==> src/rtl/i2c_recovery_ctrl_pkg.sv <==
// Shared encodings and constants for the I2C bus-recovery sequencer.
// The auto-trigger build is selected with I2C_RECOVERY_AUTO_EN.
package i2c_recovery_ctrl_pkg;

   localparam int GUARD_CYCLES = 2;
   localparam int ATT_W        = 4;

   typedef enum logic [2:0] {
      ST_IDLE   = 3'd0,
      ST_KICK   = 3'd1,
      ST_GUARD  = 3'd2,
      ST_RUN    = 3'd3,
      ST_SETTLE = 3'd4,
      ST_CHECK  = 3'd5
   } state_e;

   // Width needed to hold the values 0..n; never narrower than one bit.
   function automatic int cnt_width(input int n);
      return (n < 2) ? 1 : $clog2(n + 1);
   endfunction

endpackage

==> src/rtl/i2c_recovery_ctrl_stuck_detect.sv <==
// Stuck-bus detector: counts ce ticks with SDA low and SCL high and pulses
// timeout_o once when the count reaches STUCK_TICKS (built under I2C_RECOVERY_AUTO_EN).
module i2c_stuck_detect
   import i2c_recovery_ctrl_pkg::*;
#(
   parameter int STUCK_TICKS = 25
) (
   input  logic clk,
   input  logic rst_n,
   input  logic ce_i,
   input  logic sda_in_i,
   input  logic scl_in_i,
   input  logic hold_i,
   output logic timeout_o
);

   localparam int            CW      = cnt_width(STUCK_TICKS);
   localparam logic [CW-1:0] CNT_MAX = CW'(STUCK_TICKS);

   logic [CW-1:0] cnt_q;
   logic          timeout_q;
   logic          stuck;

   assign stuck = ~sda_in_i & scl_in_i;

   // Saturates at CNT_MAX so the pulse fires once per stuck episode.
   always_ff @(posedge clk or negedge rst_n) begin
      if (!rst_n) begin
         cnt_q     <= '0;
         timeout_q <= 1'b0;
      end else begin
         timeout_q <= 1'b0;
         if (hold_i || !stuck) begin
            cnt_q <= '0;
         end else if (ce_i && (cnt_q != CNT_MAX)) begin
            cnt_q     <= cnt_q + 1'b1;
            timeout_q <= (cnt_q == (CNT_MAX - 1'b1));
         end
      end
   end

   assign timeout_o = timeout_q;

endmodule

==> src/rtl/i2c_recovery_ctrl.sv <==
// I2C bus-recovery sequencer: launches the recovery engine, re-checks SDA and
// retries up to MAX_ATTEMPTS. I2C_RECOVERY_AUTO_EN adds the stuck-bus auto trigger.
//
// state  | meaning
// IDLE   | waiting for sw_start or stuck timeout
// KICK   | one-cycle eng_start pulse, attempt counted
// GUARD  | GUARD_CYCLES clocks with eng_busy ignored
// RUN    | engine toggling SCL, wait for eng_busy low
// SETTLE | wait SETTLE_TICKS ce ticks for the bus to settle
// CHECK  | sample SDA: done, retry or fail
module i2c_recovery_ctrl
   import i2c_recovery_ctrl_pkg::*;
#(
   parameter int STUCK_TICKS  = 25,
   parameter int SETTLE_TICKS = 4,
   parameter int MAX_ATTEMPTS = 3
) (
   input  logic             clk,
   input  logic             rst_n,
   input  logic             ce_i,
   input  logic             sda_in_i,
   input  logic             scl_in_i,
   input  logic             sw_start_i,
   input  logic             clr_fail_i,
   input  logic             eng_busy_i,
   output logic             eng_start_o,
   output logic             bus_sel_o,
   output logic             busy_o,
   output logic             fail_o,
   output logic [ATT_W-1:0] attempts_o
);

   localparam int               GW          = cnt_width(GUARD_CYCLES);
   localparam int               SW          = cnt_width(SETTLE_TICKS);
   localparam logic [GW-1:0]    GUARD_LAST  = GW'(GUARD_CYCLES - 1);
   localparam logic [SW-1:0]    SETTLE_LAST = SW'(SETTLE_TICKS - 1);
   localparam logic [ATT_W-1:0] ATT_MAX     = ATT_W'(MAX_ATTEMPTS);

   state_e           state_q;
   logic [GW-1:0]    guard_q;
   logic [SW-1:0]    settle_q;
   logic [ATT_W-1:0] attempts_q;
   logic             eng_start_q;
   logic             bus_sel_q;
   logic             busy_q;
   logic             fail_q;
   logic             timeout;
   logic             trigger;

`ifdef I2C_RECOVERY_AUTO_EN
   i2c_stuck_detect #(
      .STUCK_TICKS (STUCK_TICKS)
   ) u_stuck_detect (
      .clk       (clk),
      .rst_n     (rst_n),
      .ce_i      (ce_i),
      .sda_in_i  (sda_in_i),
      .scl_in_i  (scl_in_i),
      .hold_i    (busy_q),
      .timeout_o (timeout)
   );
`else
   logic unused_stuck_cfg;
   assign unused_stuck_cfg = ^{STUCK_TICKS, scl_in_i};
   assign timeout          = 1'b0;
`endif

   assign trigger = sw_start_i | timeout;

   // Outputs are loaded alongside the state they belong to, so each is registered.
   always_ff @(posedge clk or negedge rst_n) begin
      if (!rst_n) begin
         state_q     <= ST_IDLE;
         guard_q     <= '0;
         settle_q    <= '0;
         attempts_q  <= '0;
         eng_start_q <= 1'b0;
         bus_sel_q   <= 1'b0;
         busy_q      <= 1'b0;
         fail_q      <= 1'b0;
      end else begin
         eng_start_q <= 1'b0;
         if (clr_fail_i) begin
            fail_q <= 1'b0;
         end
         case (state_q)
            ST_IDLE: begin
               if (trigger) begin
                  state_q     <= ST_KICK;
                  attempts_q  <= '0;
                  fail_q      <= 1'b0;
                  eng_start_q <= 1'b1;
                  bus_sel_q   <= 1'b1;
                  busy_q      <= 1'b1;
               end
            end
            ST_KICK: begin
               attempts_q <= attempts_q + 1'b1;
               guard_q    <= '0;
               state_q    <= ST_GUARD;
            end
            ST_GUARD: begin
               if (guard_q == GUARD_LAST) begin
                  state_q <= ST_RUN;
               end else begin
                  guard_q <= guard_q + 1'b1;
               end
            end
            ST_RUN: begin
               if (!eng_busy_i) begin
                  state_q   <= ST_SETTLE;
                  settle_q  <= '0;
                  bus_sel_q <= 1'b0;
               end
            end
            ST_SETTLE: begin
               if (ce_i) begin
                  if (settle_q == SETTLE_LAST) begin
                     state_q <= ST_CHECK;
                  end else begin
                     settle_q <= settle_q + 1'b1;
                  end
               end
            end
            ST_CHECK: begin
               if (sda_in_i) begin
                  state_q <= ST_IDLE;
                  busy_q  <= 1'b0;
               end else if (attempts_q < ATT_MAX) begin
                  state_q     <= ST_KICK;
                  eng_start_q <= 1'b1;
                  bus_sel_q   <= 1'b1;
               end else begin
                  // Placed after the clr_fail clear so a coincident set wins.
                  fail_q  <= 1'b1;
                  state_q <= ST_IDLE;
                  busy_q  <= 1'b0;
               end
            end
            default: begin
               state_q   <= ST_IDLE;
               bus_sel_q <= 1'b0;
               busy_q    <= 1'b0;
            end
         endcase
      end
   end

   assign eng_start_o = eng_start_q;
   assign bus_sel_o   = bus_sel_q;
   assign busy_o      = busy_q;
   assign fail_o      = fail_q;
   assign attempts_o  = attempts_q;

endmodule

==> config.mk <==
export PLATFORM = sky130hd
export DESIGN_NAME = i2c_recovery_ctrl
export DESIGN_NICKNAME = d
export VERILOG_FILES = /design/src/rtl/i2c_recovery_ctrl_pkg.sv /design/src/rtl/i2c_recovery_ctrl_stuck_detect.sv /design/src/rtl/i2c_recovery_ctrl.sv
export SDC_FILE = /design/constraint.sdc
export NUM_CORES = 1
export LEC_CHECK = 0
export BUFFER_PORTS_ARGS = -buffer_cell sky130_fd_sc_hd__buf_2
export CAP_MARGIN = 40
export CELL_PAD_IN_SITES_DETAIL_PLACEMENT = 0
export CELL_PAD_IN_SITES_GLOBAL_PLACEMENT = 1
export CORE_ASPECT_RATIO = 2
export CORE_MARGIN = 3
export CORE_UTILIZATION = 25
export CTS_BUF_LIST = sky130_fd_sc_hd__clkbuf_8
export CTS_CLUSTER_DIAMETER = 200
export DETAILED_ROUTE_END_ITERATION = 6
export PLACE_DENSITY = 0.62
export SYNTH_ARGS = -nofsm -noshare
export SYNTH_HDL_FRONTEND = slang
export SYNTH_SLANG_ARGS = --single-unit
export TNS_END_PERCENT = 50
==> constraint.sdc <==
create_clock -name clk -period 1.8 [get_ports clk]
set_input_delay 0.27 -clock clk [delete_from_list [all_inputs] [get_ports clk]]
set_output_delay 0.27 -clock clk [all_outputs]
set_load 0.005 [all_outputs]
==> flow_metrics.tcl <==
set metrics [dict create \
    postRouteAntennaNets 0 \
    syn-instance-count 83 \
    cts.clk_slew.worst_paths_ps 60 \
    portBuffers 14 \
    antenna_cells 0 \
    gp_congestion 0.7591 \
    syn_to_final_growth_pct 22.72 \
    tns_ps 0 \
    cts_tree "done" \
    crit_path_end_kind "register" \
    ys_warn_count 0 \
    drtPass1Iterations 4 \
    synth_area_leaders "dfrtp_1 45%, ha_1 5.6%, mux2_2 5.0%, inv_1 3.4%, and4bb_2 2.8%" \
    fin_cells 150 \
    dpl.cell_count 145 \
    post-dp-hpwl_um 1591 \
    final-seq-area_sq_um 400.4 \
    ys_seq_area_frac 0.4488 \
    die_h_um 90.48 \
    drt_iter0_drc 13 \
    powerDensity_mw_per_mm2 1601 \
    wirelength_um 2066 \
    status "complete, no violations" \
    start_kind "register" \
    coreArea_sq_mm 0.003416 \
    wl_per_cell_um 13.77 \
    hold_violations 0 \
    required_ps 1930 \
    insertion_delay_ps 240 \
    final_util 0.3205 \
    tightest_slew_ps 472.4 \
    ir_drop_mv 0.5835 \
    drc 0 \
    grt_use_total 0.1065 \
    synth_cell_types 38 \
    netlist_area_sq_um 892.1 \
    crit_fanout 15 \
    h-tree-depth 1 \
    vias 718 \
    fin_ws_ps 193.7 \
    setup_viol 0 \
    vias_per_cell 4.787 \
    final.setup_skew_ps 1.492 \
    hold_path.class "input pin to register" \
    ys_ff_latch 16 \
    grt_antenna_before_repair 0 \
    cts_resized 0 \
    nNetsFinal 115 \
    hold_buffers 1 \
    die_w_um 48.24 \
    grt_pass1_vias 800 \
    ys_top_cells_by_count "16 x dfrtp_1, 8 x inv_1" \
    grt-ovfl-total 0 \
    grt_start_max_net_pins 17 \
    post-route-period-util 0.8924 \
    dp_slack_ps 218.2 \
    grt_pass1_wl_um 3401 \
    synthArstFlopShare 1.000 \
    synth_edf_count 0 \
    crit_type "register to register" \
    drive_gt1_frac 0.3137 \
    start_util 0.2612 \
    synth_ff_type "dfrtp_1" \
    synth.most_common_cell "dfrtp_1" \
    rsz0062_at_grt "no" \
    synth_top_area_frac 0.4488 \
    max_slew_margin 0.6851 \
    ios 16 \
    cap_violations 0 \
    clockRootBuffer "clkbuf_8" \
    yosys.area.top_type "dfrtp_1" \
    arrival_ps 1740 \
    cts_made_buffers 3 \
    period_needed_ps 1606 \
    synthesis.nets 95 \
    syn_avg_cell_area_sq_um 10.75 \
    num_rows 30 \
    cts.sinks 16 \
    p_leak_nw 0.5145 \
    final-max-slew-violation-count 0 \
    clk_path_buf_depth 2 \
    postCtsSetupRepairBufs 0 \
    multiInputGateArea_sq_um 431.7 \
    n_fill_cell 362 \
    fmax_ghz 0.6225 \
    dieArea_sq_mm 0.004365 \
]
==> worst paths after layout <==
| path | slack [ps] | cells past startpoint | to | from |
|---|---|---|---|---|
| worst max register to register | 190 | 3 | settle_q[1]$_DFFE_PN0P_ | state_q[1]$_DFFE_PN0P_ |
| worst max-delay path | 190 | 3 | settle_q[1]$_DFFE_PN0P_ | state_q[1]$_DFFE_PN0P_ |
| worst min register to register | 510 | 1 | guard_q[1]$_DFFE_PN0P_ | guard_q[1]$_DFFE_PN0P_ |
| worst min-delay path | 290 | 3 | fail_o$_DFF_PN0_ | clr_fail_i |
| max in group asynchronous | 1040 | 2 | settle_q[1]$_DFFE_PN0P_ | rst_n |
| min in group asynchronous | 480 | 2 | attempts_o[0]$_DFFE_PN0P_ | rst_n |
==> worst max-delay path: stages (launching register included) <==
cell and delay [ps]:
dfrtp_1 550, and4bb_2 330, a41oi_2 240, mux2_2 370
==> stage by stage <==
step / hold slack (ps) / instance area (sq um) / power, W
4_1_cts: 293.6 / 1095 / 0.001773
3_5_place_dp: 216.8 / 1030 / 0.001449
6_report: 288.7 / 1095 / 0.001752
3_3_place_gp: 209.4 / 1030 / 0.001420
2_1_floorplan: -25.59 / 892.1 / 0.001177
5_1_grt: 315.8 / 1095 / 0.001888
==> cell families (layout without fill, tap and decap cells) <==
kind of cell	after synthesis	in the layout	synth area share
AO/OA/AOI/OAI	23	23	0.2020
adder cells (fa/ha/maj)	4	4	0.05610
buffers and inverters	13	32	0.06731
flip-flops	16	16	0.4488
multiplexers	4	4	0.05049
AND/OR/NAND/NOR	23	23	0.1753
==> placed cells by master, fill, tap and decap left out, types with 2 or more instances in the layout <==
master and instances:
a21o_1 2, and4bb_2 2, ha_1 4, nand2_1 2
buf_4 5, dfrtp_1 16, a22o_1 2, a211oi_1 2
mux2_2 4, clkbuf_8 4, o21ai_0 4, nor2_1 3
nor2b_1 2, nor4_1 2, inv_1 8, buf_2 14
nand2b_1 4
==> metal layers <==
| metal | GRT usage | vias up | routed length (um) |
|---|---|---|---|
| met3 | 0.02196 | 2 | 60 |
| met1 | 0.1118 | 355 | 826 |
| li1 | - | 348 | - |
| met4 | 0.04045 | 0 | 21 |
| met2 | 0.1878 | 13 | 1157 |
| met5 | 0 | - | 0 |
==> sequential cells by signal (all words and copies together), names as in the netlist <==
name and cells:
attempts_o 4, settle_q 3, state_q 3, guard_q 2
bus_sel_o 1, busy_o 1, eng_start_o 1, fail_o 1
==> power by group <==
group          leakage, nW  internal [W]  switching [W]
Combinational        0.280      0.000408       0.000357
Clock               0.0288      0.000194       0.000123
Sequential           0.205      0.000491       0.000180
==> area by class of cell <==
type | instances | area share
inverters | 8 | 0.02743
clock buffers | 4 | 0.05029
multi-input cells | 54 | 0.3943
flip-flops and latches | 16 | 0.3657
well taps | 48 | 0.05486
repair buffers | 20 | 0.1074
No activity file was read; power rests on OpenSTA's default activity.
